**config.mk**
```make
export PLATFORM = sky130hd
export DESIGN_NAME = cnc_segment_feeder
export DESIGN_NICKNAME = d
export VERILOG_FILES = /design/src/rtl/cnc_pkg.sv /design/src/rtl/cnc_sync_fifo.sv /design/src/rtl/cnc_segment_feeder.sv
export SDC_FILE = /design/constraint.sdc
export NUM_CORES = 1
export LEC_CHECK = 0
export ABC_AREA = 1
export BUFFER_PORTS_ARGS = -buffer_cell sky130_fd_sc_hd__buf_2
export CORE_AREA = 2 2 210 109
export CTS_BUF_LIST = sky130_fd_sc_hd__clkbuf_4
export DETAILED_ROUTE_END_ITERATION = 10
export DIE_AREA = 0 0 212 111
export SYNTH_ARGS = -nofsm -noshare
export SYNTH_HDL_FRONTEND = slang
export SYNTH_HIERARCHICAL = 1
export SYNTH_SLANG_ARGS = --single-unit
```
**constraint.sdc**
```tcl
create_clock -name clk -period 6.9 [get_ports clk]
set_input_delay 0.345 -clock clk [delete_from_list [all_inputs] [get_ports clk]]
set_output_delay 0.345 -clock clk [all_outputs]
set_load 0.005 [all_outputs]
```
**src/rtl/cnc_pkg.sv**
```systemverilog
// Shared definitions for the CNC segment feeder and its FIFO.
package cnc_pkg;

    localparam int unsigned NX_W            = 8;
    localparam int unsigned DRV_BUF_DEPTH   = 4;
    localparam int unsigned DRV_CLK1_PERIOD = 100;

    typedef enum logic [2:0] {
        ST_IDLE   = 3'd0,
        ST_SETUP  = 3'd1,
        ST_STROBE = 3'd2,
        ST_HOLD   = 3'd3,
        ST_LIMIT  = 3'd4
    } feeder_state_e;

    // Largest of three cycle counts, used to size the phase timer.
    function automatic int unsigned max3(input int unsigned a, input int unsigned b,
                                         input int unsigned c);
        int unsigned m;
        m = (a > b) ? a : b;
        return (m > c) ? m : c;
    endfunction

endpackage

```
**src/rtl/cnc_sync_fifo.sv**
```systemverilog
// Show-ahead synchronous FIFO with occupancy count and single-cycle flush.
module cnc_sync_fifo
    import cnc_pkg::*;
#(
    parameter int unsigned DEPTH = 8,
    parameter int unsigned W     = NX_W
) (
    input  logic                     clk,
    input  logic                     rst_n,
    input  logic                     push_i,
    input  logic [W-1:0]             din_i,
    input  logic                     pop_i,
    input  logic                     flush_i,
    output logic [W-1:0]             head_c,
    output logic                     empty_c,
    output logic [$clog2(DEPTH):0]   count_o
);

    localparam int unsigned AW = $clog2(DEPTH);
    localparam int unsigned CW = AW + 1;

    logic [W-1:0]  mem_q [DEPTH];
    logic [AW-1:0] wr_ptr_q;
    logic [AW-1:0] rd_ptr_q;
    logic [CW-1:0] count_q;

    // Storage array; contents need no reset since the count gates visibility.
    always_ff @(posedge clk) begin
        if (push_i && !flush_i) begin
            mem_q[wr_ptr_q] <= din_i;
        end
    end

    // Pointers wrap naturally because DEPTH is a power of two.
    always_ff @(posedge clk) begin
        if (!rst_n) begin
            wr_ptr_q <= '0;
            rd_ptr_q <= '0;
            count_q  <= '0;
        end else if (flush_i) begin
            wr_ptr_q <= '0;
            rd_ptr_q <= '0;
            count_q  <= '0;
        end else begin
            if (push_i) begin
                wr_ptr_q <= wr_ptr_q + AW'(1);
            end
            if (pop_i) begin
                rd_ptr_q <= rd_ptr_q + AW'(1);
            end
            case ({push_i, pop_i})
                2'b10:   count_q <= count_q + CW'(1);
                2'b01:   count_q <= count_q - CW'(1);
                default: count_q <= count_q;
            endcase
        end
    end

    assign head_c  = mem_q[rd_ptr_q];
    assign empty_c = (count_q == '0);
    assign count_o = count_q;

    a_no_overflow:  assert property (@(posedge clk) disable iff (!rst_n)
                                     !(push_i && !pop_i && count_q == CW'(DEPTH)));
    a_no_underflow: assert property (@(posedge clk) disable iff (!rst_n)
                                     !(pop_i && count_q == '0));

endmodule

```
**src/rtl/cnc_segment_feeder.sv**
```systemverilog
// Queues host segment step counts and strobes them one at a time into the pulse driver.
module cnc_segment_feeder
    import cnc_pkg::*;
#(
    parameter int unsigned DEPTH       = 8,
    parameter int unsigned SETUP_CYC   = 2,
    parameter int unsigned WR_HIGH_CYC = 128,
    parameter int unsigned HOLD_CYC    = 2,
    parameter int unsigned CNT_W       = 16
) (
    input  logic                     clk,
    input  logic                     rst_n,
    input  logic                     host_valid,
    input  logic [NX_W-1:0]          host_data,
    output logic                     host_ready,
    input  logic                     drv_full,
    input  logic                     ls,
    input  logic                     clear_fault,
    output logic [NX_W-1:0]          Nx,
    output logic                     WR,
    output logic [$clog2(DEPTH):0]   fifo_count,
    output logic [CNT_W-1:0]         seg_count,
    output logic                     fault,
    output logic                     busy
);

    localparam int unsigned CW      = $clog2(DEPTH) + 1;
    localparam int unsigned MAX_CYC = max3(SETUP_CYC, WR_HIGH_CYC, HOLD_CYC);
    localparam int unsigned TMR_W   = $clog2(MAX_CYC + 1);

    feeder_state_e   state_q, state_d;
    logic [TMR_W-1:0] tmr_q, tmr_d;
    logic [NX_W-1:0] nx_q, nx_d;
    logic            wr_q, wr_d;
    logic            fault_q, fault_d;
    logic [CNT_W-1:0] seg_q, seg_d;
    logic            ls_meta_q, ls_s_q;
    logic            rdy_en_q;

    logic            push_c, pop_c, flush_c;
    logic [NX_W-1:0] fifo_head;
    logic            fifo_empty;
    logic [CW-1:0]   fifo_cnt;

    // Zero-length segments are acknowledged to the host but never queued.
    assign host_ready = rdy_en_q && (fifo_cnt < CW'(DEPTH)) && !fault_q && !ls_s_q;
    assign push_c     = host_valid && host_ready && (host_data != '0);

    cnc_sync_fifo #(
        .DEPTH (DEPTH),
        .W     (NX_W)
    ) u_fifo (
        .clk     (clk),
        .rst_n   (rst_n),
        .push_i  (push_c),
        .din_i   (host_data),
        .pop_i   (pop_c),
        .flush_i (flush_c),
        .head_c  (fifo_head),
        .empty_c (fifo_empty),
        .count_o (fifo_cnt)
    );

    // State, strobe timing, outputs and limit-switch synchronizer.
    always_ff @(posedge clk) begin
        if (!rst_n) begin
            state_q   <= ST_IDLE;
            tmr_q     <= '0;
            nx_q      <= '0;
            wr_q      <= 1'b0;
            fault_q   <= 1'b0;
            seg_q     <= '0;
            ls_meta_q <= 1'b0;
            ls_s_q    <= 1'b0;
            rdy_en_q  <= 1'b0;
        end else begin
            state_q   <= state_d;
            tmr_q     <= tmr_d;
            nx_q      <= nx_d;
            wr_q      <= wr_d;
            fault_q   <= fault_d;
            seg_q     <= seg_d;
            ls_meta_q <= ls;
            ls_s_q    <= ls_meta_q;
            rdy_en_q  <= 1'b1;
        end
    end

    // Next-state: limit abort overrides everything, else setup/strobe/hold sequencing.
    always_comb begin
        state_d = state_q;
        tmr_d   = tmr_q;
        nx_d    = nx_q;
        wr_d    = wr_q;
        fault_d = fault_q;
        seg_d   = seg_q;
        pop_c   = 1'b0;
        flush_c = 1'b0;

        if (ls_s_q) begin
            state_d = ST_LIMIT;
            tmr_d   = '0;
            nx_d    = '0;
            wr_d    = 1'b0;
            fault_d = 1'b1;
            flush_c = 1'b1;
        end else begin
            case (state_q)
                ST_IDLE: begin
                    nx_d = '0;
                    wr_d = 1'b0;
                    if (!fifo_empty && !drv_full) begin
                        pop_c   = 1'b1;
                        nx_d    = fifo_head;
                        tmr_d   = '0;
                        state_d = ST_SETUP;
                    end
                end
                ST_SETUP: begin
                    if (tmr_q == TMR_W'(SETUP_CYC - 1)) begin
                        tmr_d   = '0;
                        wr_d    = 1'b1;
                        seg_d   = seg_q + CNT_W'(1);
                        state_d = ST_STROBE;
                    end else begin
                        tmr_d = tmr_q + TMR_W'(1);
                    end
                end
                ST_STROBE: begin
                    if (tmr_q == TMR_W'(WR_HIGH_CYC - 1)) begin
                        tmr_d   = '0;
                        wr_d    = 1'b0;
                        state_d = ST_HOLD;
                    end else begin
                        tmr_d = tmr_q + TMR_W'(1);
                    end
                end
                ST_HOLD: begin
                    if (tmr_q == TMR_W'(HOLD_CYC - 1)) begin
                        tmr_d   = '0;
                        nx_d    = '0;
                        state_d = ST_IDLE;
                    end else begin
                        tmr_d = tmr_q + TMR_W'(1);
                    end
                end
                ST_LIMIT: begin
                    if (clear_fault) begin
                        fault_d = 1'b0;
                        state_d = ST_IDLE;
                    end
                end
                default: begin
                    state_d = ST_IDLE;
                end
            endcase
        end
    end

    assign Nx         = nx_q;
    assign WR         = wr_q;
    assign fault      = fault_q;
    assign seg_count  = seg_q;
    assign fifo_count = fifo_cnt;
    assign busy       = (state_q != ST_IDLE) || !fifo_empty;

    // The strobe must outlast one driver clk1 period so both its domains capture it.
    a_wr_high_len: assert property (@(posedge clk) WR_HIGH_CYC > DRV_CLK1_PERIOD);
    a_depth_pow2:  assert property (@(posedge clk) (DEPTH >= 2) && ((DEPTH & (DEPTH - 1)) == 0));

endmodule
```
# After elaboration in Yosys (flattened, before gate mapping)
# Memories as Yosys holds them, arrays and structs flattened. A register that Yosys moved wholly into a read port is not among the register bits.
# Cells that the tools add are included.
# totals
mem_bits_rw,64
reg_bits,50
output_inout_bits,32
memories,1
input_bits,14
elab_cells,104
# memory_table
name,words,width,rd,rd_ports_with_merged_regs,wr,line_no,source
u_fifo.mem_q,8,8,1,1,1,cnc_sync_fifo.sv:22,logic [W-1:0] mem_q [DEPTH];
# op_classes
addsub,6
magnitude_cmp,1
eq_ne,18
n_reduce_logical,33
n_bitwise,2
muxes,30
# ops
cell,count
2-to-1 mux 8 bit,5
2-to-1 mux 3 bit,8
one-hot mux 8 bit (3 select lines),1
"adder 16 x 1 -> 16 bit, second input constant",1
one-hot mux 8 bit (2 select lines),1
"!= test 3 bit, second input constant",5
one-hot mux 3 bit (5 select lines),1
2-to-1 mux 1 bit,12
"!= test 2 bit, second input constant",5
AND reduction 5 bit,2
nonzero test 3 bit,3
"adder 8 x 1 -> 8 bit, second input constant",1
"equality test 8 x 1 -> 1 bit, second input constant",1
"equality test 8 x 7 -> 1 bit, second input constant",1
one-hot mux 4 bit (2 select lines),1
nonzero test 2 bit,4
nonzero test 8 bit,1
logical AND 1 bit,7
"adder 3 x 1 -> 3 bit, second input constant",2
"equality test 3 x 2 -> 1 bit, second input constant",2
AND reduction 2 bit,3
AND reduction 3 bit,2
OR reduction 2 bit,3
zero test 1 bit,5
other kinds (12),13

# Logic depth before layout (Yosys ltp)
# logic_depth
ltp_word,9
ltp_mapped,15
mapped_depth_nobuf,15

# By module
# The synthesis kept the hierarchy.
# by_module_without_submodules
module,instances,area_each_um2,cells_each,seq_area_each_um2
cnc_sync_fifo,1,3146.8,266,2182.1
cnc_segment_feeder,1,2172.1,336,800.8

# Least setup slack after synthesis
# OpenSTA, ideal clock, no wires.
# synth_path
path_type,register to register
start,register state_q[2]
end,"register u_fifo.count_q[2], in the netlist u_fifo/count_o[2]"
required_ps,6785
stages_incl_launch_ff,13
synth_period_minus_slack_ps,2292
path_slack_ps,4608
path_buffers,0
setup_ps,115
arrival_ps,2177
cell_sequence,dfxtp_1 > nor2_1 > nand2_1 > nor3_1 > ha_1 > nand2_1 > inv_1 > nor2_1 > ha_1 > a21oi_1 > xnor2_1 > o21ai_0 > inv_1
# synth_via
elab_chain_len,5
word_cells_on_any_way,7
cone_classes,eq/ne: 2; mux: 3; reduce/logical: 2
# synth_rtl
item,line_no,source
"start, declared",cnc_segment_feeder.sv:31,"feeder_state_e state_q, state_d;"
"start signal, assigned",cnc_segment_feeder.sv:77,state_q <= state_d;
zero test 3 bit (*),cnc_segment_feeder.sv:108,case (state_q)
2-to-1 mux 1 bit (*),cnc_segment_feeder.sv:108,
2-to-1 mux 1 bit (*),cnc_segment_feeder.sv:100,if (ls_s_q) begin
via pop_c,cnc_segment_feeder.sv:40,"logic push_c, pop_c, flush_c;"
equality test 2 x 1 -> 1 bit or equality test 2 bit (tied branches),cnc_sync_fifo.sv:51,"case ({push_i, pop_i})"
one-hot mux 4 bit (2 select lines) or nonzero test 2 bit (tied branches),-,
"end signal, assigned",cnc_sync_fifo.sv:52,2'b10: count_q <= count_q + CW'(1);
"end signal, assigned",cnc_sync_fifo.sv:53,2'b01: count_q <= count_q - CW'(1);
"end signal, assigned",cnc_sync_fifo.sv:54,default: count_q <= count_q;
"end, declared",cnc_sync_fifo.sv:25,logic [CW-1:0] count_q;
# Mark *: on every way through the listed nets, which the timed path passes. The rest lies on a longest branch.
# A chain may end at the register's enable or synchronous reset.

# Worst setup path after layout
# Same ends and word-level chain as after synthesis.

==> impl_results.md <==
- Slowest-stage cell, CP: nor3_1
- Die Height: about 110 um
- Switch share: 0.357
- Clk Tree Root Cell: clkbuf_4
- Synthesized net count: 624
- Post-Syn Area: roughly 5300 um2
- CTS sink cnt: about 120
- Ports: 46
- Distinct cell type count of the synthesized netlist: 36
- Area growth, synth to finish: 15.2%
- DIE WIDTH: 212 um
- Rows: 39
- Clk buf depth: 2
- Vias in the first global route: ~3,900
- Share of cells above drive strength 1: 0.151
- Yosys top cell area share: 0.361
- Core Region: 22,000 um2
- Post-route ant nets: 0
- Total CTS buffers: 17
- Drt initial violations: 349
- Post-Synth Simple-Gate Area: 0.231
- Setup TNS: 0 ps
- Detailed-route DRC error count: 0
- Seq pwr share: 0.456
- Worst path required time: about 7400 ps
- Peak VDD IR: approximately 0.11 mV
- Setup Buffers After CTS: 0
- EDFF count, synth: 64
- Initial Util: 0.242
- Crit. End Element: register
- Synth warnings: 6
- P_sw: 0.656 mW
- Top_reg_cell synth: edfxtp_1
- Cell leakage power: between 2 and 2.5 nW
- Routed WL: ~13,000 um
- Tot GR Track Use: 0.119
- Minimum clock period: 2770 ps
- Finished Core Util: 0.278
- Compound-Gate Fraction of Synth Area: 0.104
- Post-synthesis register bit count: about 120
- Via count: 4,236
- Pint: 1.18 mW
- Remaining Overflow, GRT: 0
- Largest net degree at the start of global routing: 34
- Clock share of power: 0.274
- Synth Area in Adders: 0.0188
- GP Congestion: between 0.7 and 0.8
- Asr flop ratio synth: 0
- DR pass1 iterations: 5
- Largest area contributor in the netlist: edfxtp_1
- Layout fillers: 2,375
- Final Max Tran Viols: 0
- Final Hold Viols: 0
- Clock Skew: between 10 and 15 ps
- Slowest stage delay, CP: a little under 700 ps
- Final period utilization: 0.402
- Worst-path clk slew: around 110 ps
- Initial antenna violation count: 1
- Crit-path cells: nor2_1, nand2_1, nor3_1, ha_1, nand2_1, inv_1, nor2_1, ha_1, a21oi_1, xnor2_1, o21ai_0, inv_1
- RSZ-0062 raised after global routing: false
- H-Tree Depth: 4
- Outcome: finished clean
- Combinational power share: 0.270
- Worst Path Max Fanout: 7
- First-pass GRT wire length: roughly 21,000 um
- HPWL Detailed: 9240 um
- Final setup viols: 0
- CTS tree: yes
- Seq/Total Area, Yosys: 0.561
- Post-route insts no fill: between 900 and 1,000
- Largest family of logic cells by synthesized area: simple AND/OR/NAND/NOR gates
- Max-cap violations: 0
- Peak Freq: ~0.36 GHz
- Avg Cell Area, Syn: 8.84 um2
- Cells taking the most area after synthesis: edfxtp_1 36%, dfxtp_1 20%, nand2_1 8.9%
- Slew at the pin closest to its max-slew limit: ~1100 ps
- Die area: between 20,000 and 25,000 um2
- PD cells: approximately 300 nW/um2
- Crit path DAT: 3230 ps
- Worst skew pair latency: between 500 and 600 ps
- Synth Area in XOR/XNOR: 0.00823
- Synth Instances: 602
- # port buffers: between 40 and 50
- Hold slack final: between 70 and 80 ps
- CP startpoint kind: register
- DR vias/cell: 4.34
- Final Net Count: 678
- Post-detailed-route wirelength per cell: ~13 um
- Slew HR: 0.242
- Inst Count DP: about 940
- Setup CP Type: reg2reg
- HP Class: in2reg
- Post-synthesis mux area share: 0.0151
worst paths after layout:
path / start / to / slack, ps / cells after the start
setup / recovery: state_q[2] / u_fifo/count_o[2] / 4130 / 12
hold / removal: rst_n / rdy_en_q / 70 / 1
setup reg to reg: state_q[2] / u_fifo/count_o[2] / 4130 / 12
hold reg to reg: ls_meta_q / ls_s_q / 420 / 2
logic make-up after synthesis:
kind of cell    after synthesis
simple gates                287
flops                       117
compound gates              105
buf+inv                      72
mux                           8
fa+ha+maj                     8
xor+xnor                      5
through the flow:
stage | area (um2) | total power [mW] | setup WS [ps]
2_1_floorplan | 5320 | 1.21 | 4610
3_3_place_gp | 5830 | 1.34 | 4110
3_5_place_dp | 5830 | 1.35 | 4120
4_1_cts | 6120 | 1.86 | 4160
5_1_grt | 6130 | 1.97 | 3760
6_report | 6130 | 1.84 | 4130
cells in the final DEF (no fill, tap or decap), types with 3 or more instances in the layout:
master,instances
a21oi_1,37
buf_2,45
clkbuf_4,20
clkinv_2,5
clkinvlp_4,4
dfxtp_1,53
edfxtp_1,64
ha_1,8
inv_1,53
inv_2,5
mux2i_1,8
nand2_1,126
nand3_1,25
nand4_1,6
nor2_1,107
nor2_2,3
nor3_1,5
nor4_1,3
o21ai_0,42
o21ai_1,15
o22ai_1,8
xnor2_1,3
power groups by stage:
| stage | Clock (mW) | Sequential [mW] | Combinational (mW) |
|---|---|---|---|
| final | 0.505 | 0.838 | 0.497 |
| after global routing | 0.553 | 0.848 | 0.572 |
| after CTS | 0.521 | 0.839 | 0.497 |
| after detailed placement | 0 | 0.854 | 0.494 |
| after global placement | 0 | 0.853 | 0.489 |
| after floorplan | 0 | 0.837 | 0.377 |
flip-flops by register name, indices dropped and copies added (netlist names), named ones only:
name / cells
fault: 1
u_fifo/wr_ptr_q: 3
seg_count: 16
Nx: 8
state_q: 3
u_fifo/mem_q: 64
ls_meta_q: 1
ls_s_q: 1
WR: 1
tmr_q: 8
u_fifo/count_o: 4
rdy_en_q: 1
u_fifo/rd_ptr_q: 3
metal layers:
metal  GRT usage  part of all wire
met1       0.188              0.56
met2       0.148              0.37
met3      0.0416             0.061
met4      0.0324            0.0097
met5           0                 0
synth_stat cells (3+ instances only):
cell / instances
a21oi_1: 37
buf_6: 6
dfxtp_1: 53
edfxtp_1: 64
ha_1: 8
inv_1: 53
inv_2: 5
mux2i_1: 8
nand2_1: 126
nand3_1: 25
nand4_1: 6
nor2_1: 107
nor2_2: 3
nor3_1: 5
nor4_1: 3
o21ai_0: 42
o21ai_1: 15
o22ai_1: 8
xnor2_1: 3
worst max-delay path: cells and delay by family, from the launching register on:
kind / cells / cell delay (ps)
xor gates and xnor gates: 1 / 90
buffers and inverters: 2 / 120
adders and majority gates: 2 / 530
AOI/OAI and AO/OA: 2 / 300
and+or+nand+nor: 5 / 1240
DFF: 1 / 400
what timing repair did:
item                      in CTS  in global routing
hold endpoints to repair       1                  0
hold buffers                   1                  0
resized for setup              0                  0
final cells by class:
type / instances / area (um2) / share of cell area
well taps: 307 / 384 / 0.0627
clock inverters: 12 / 131 / 0.0214
flip-flops and latches: 117 / 2980 / 0.487
multi-input cells: 413 / 2010 / 0.327
diodes: 1 / 2.50 / 0.000408
repair buffers: 47 / 243 / 0.0396
clock buffers: 20 / 150 / 0.0245
inverters: 60 / 228 / 0.0372
Power figures use the tool's default switching activity.
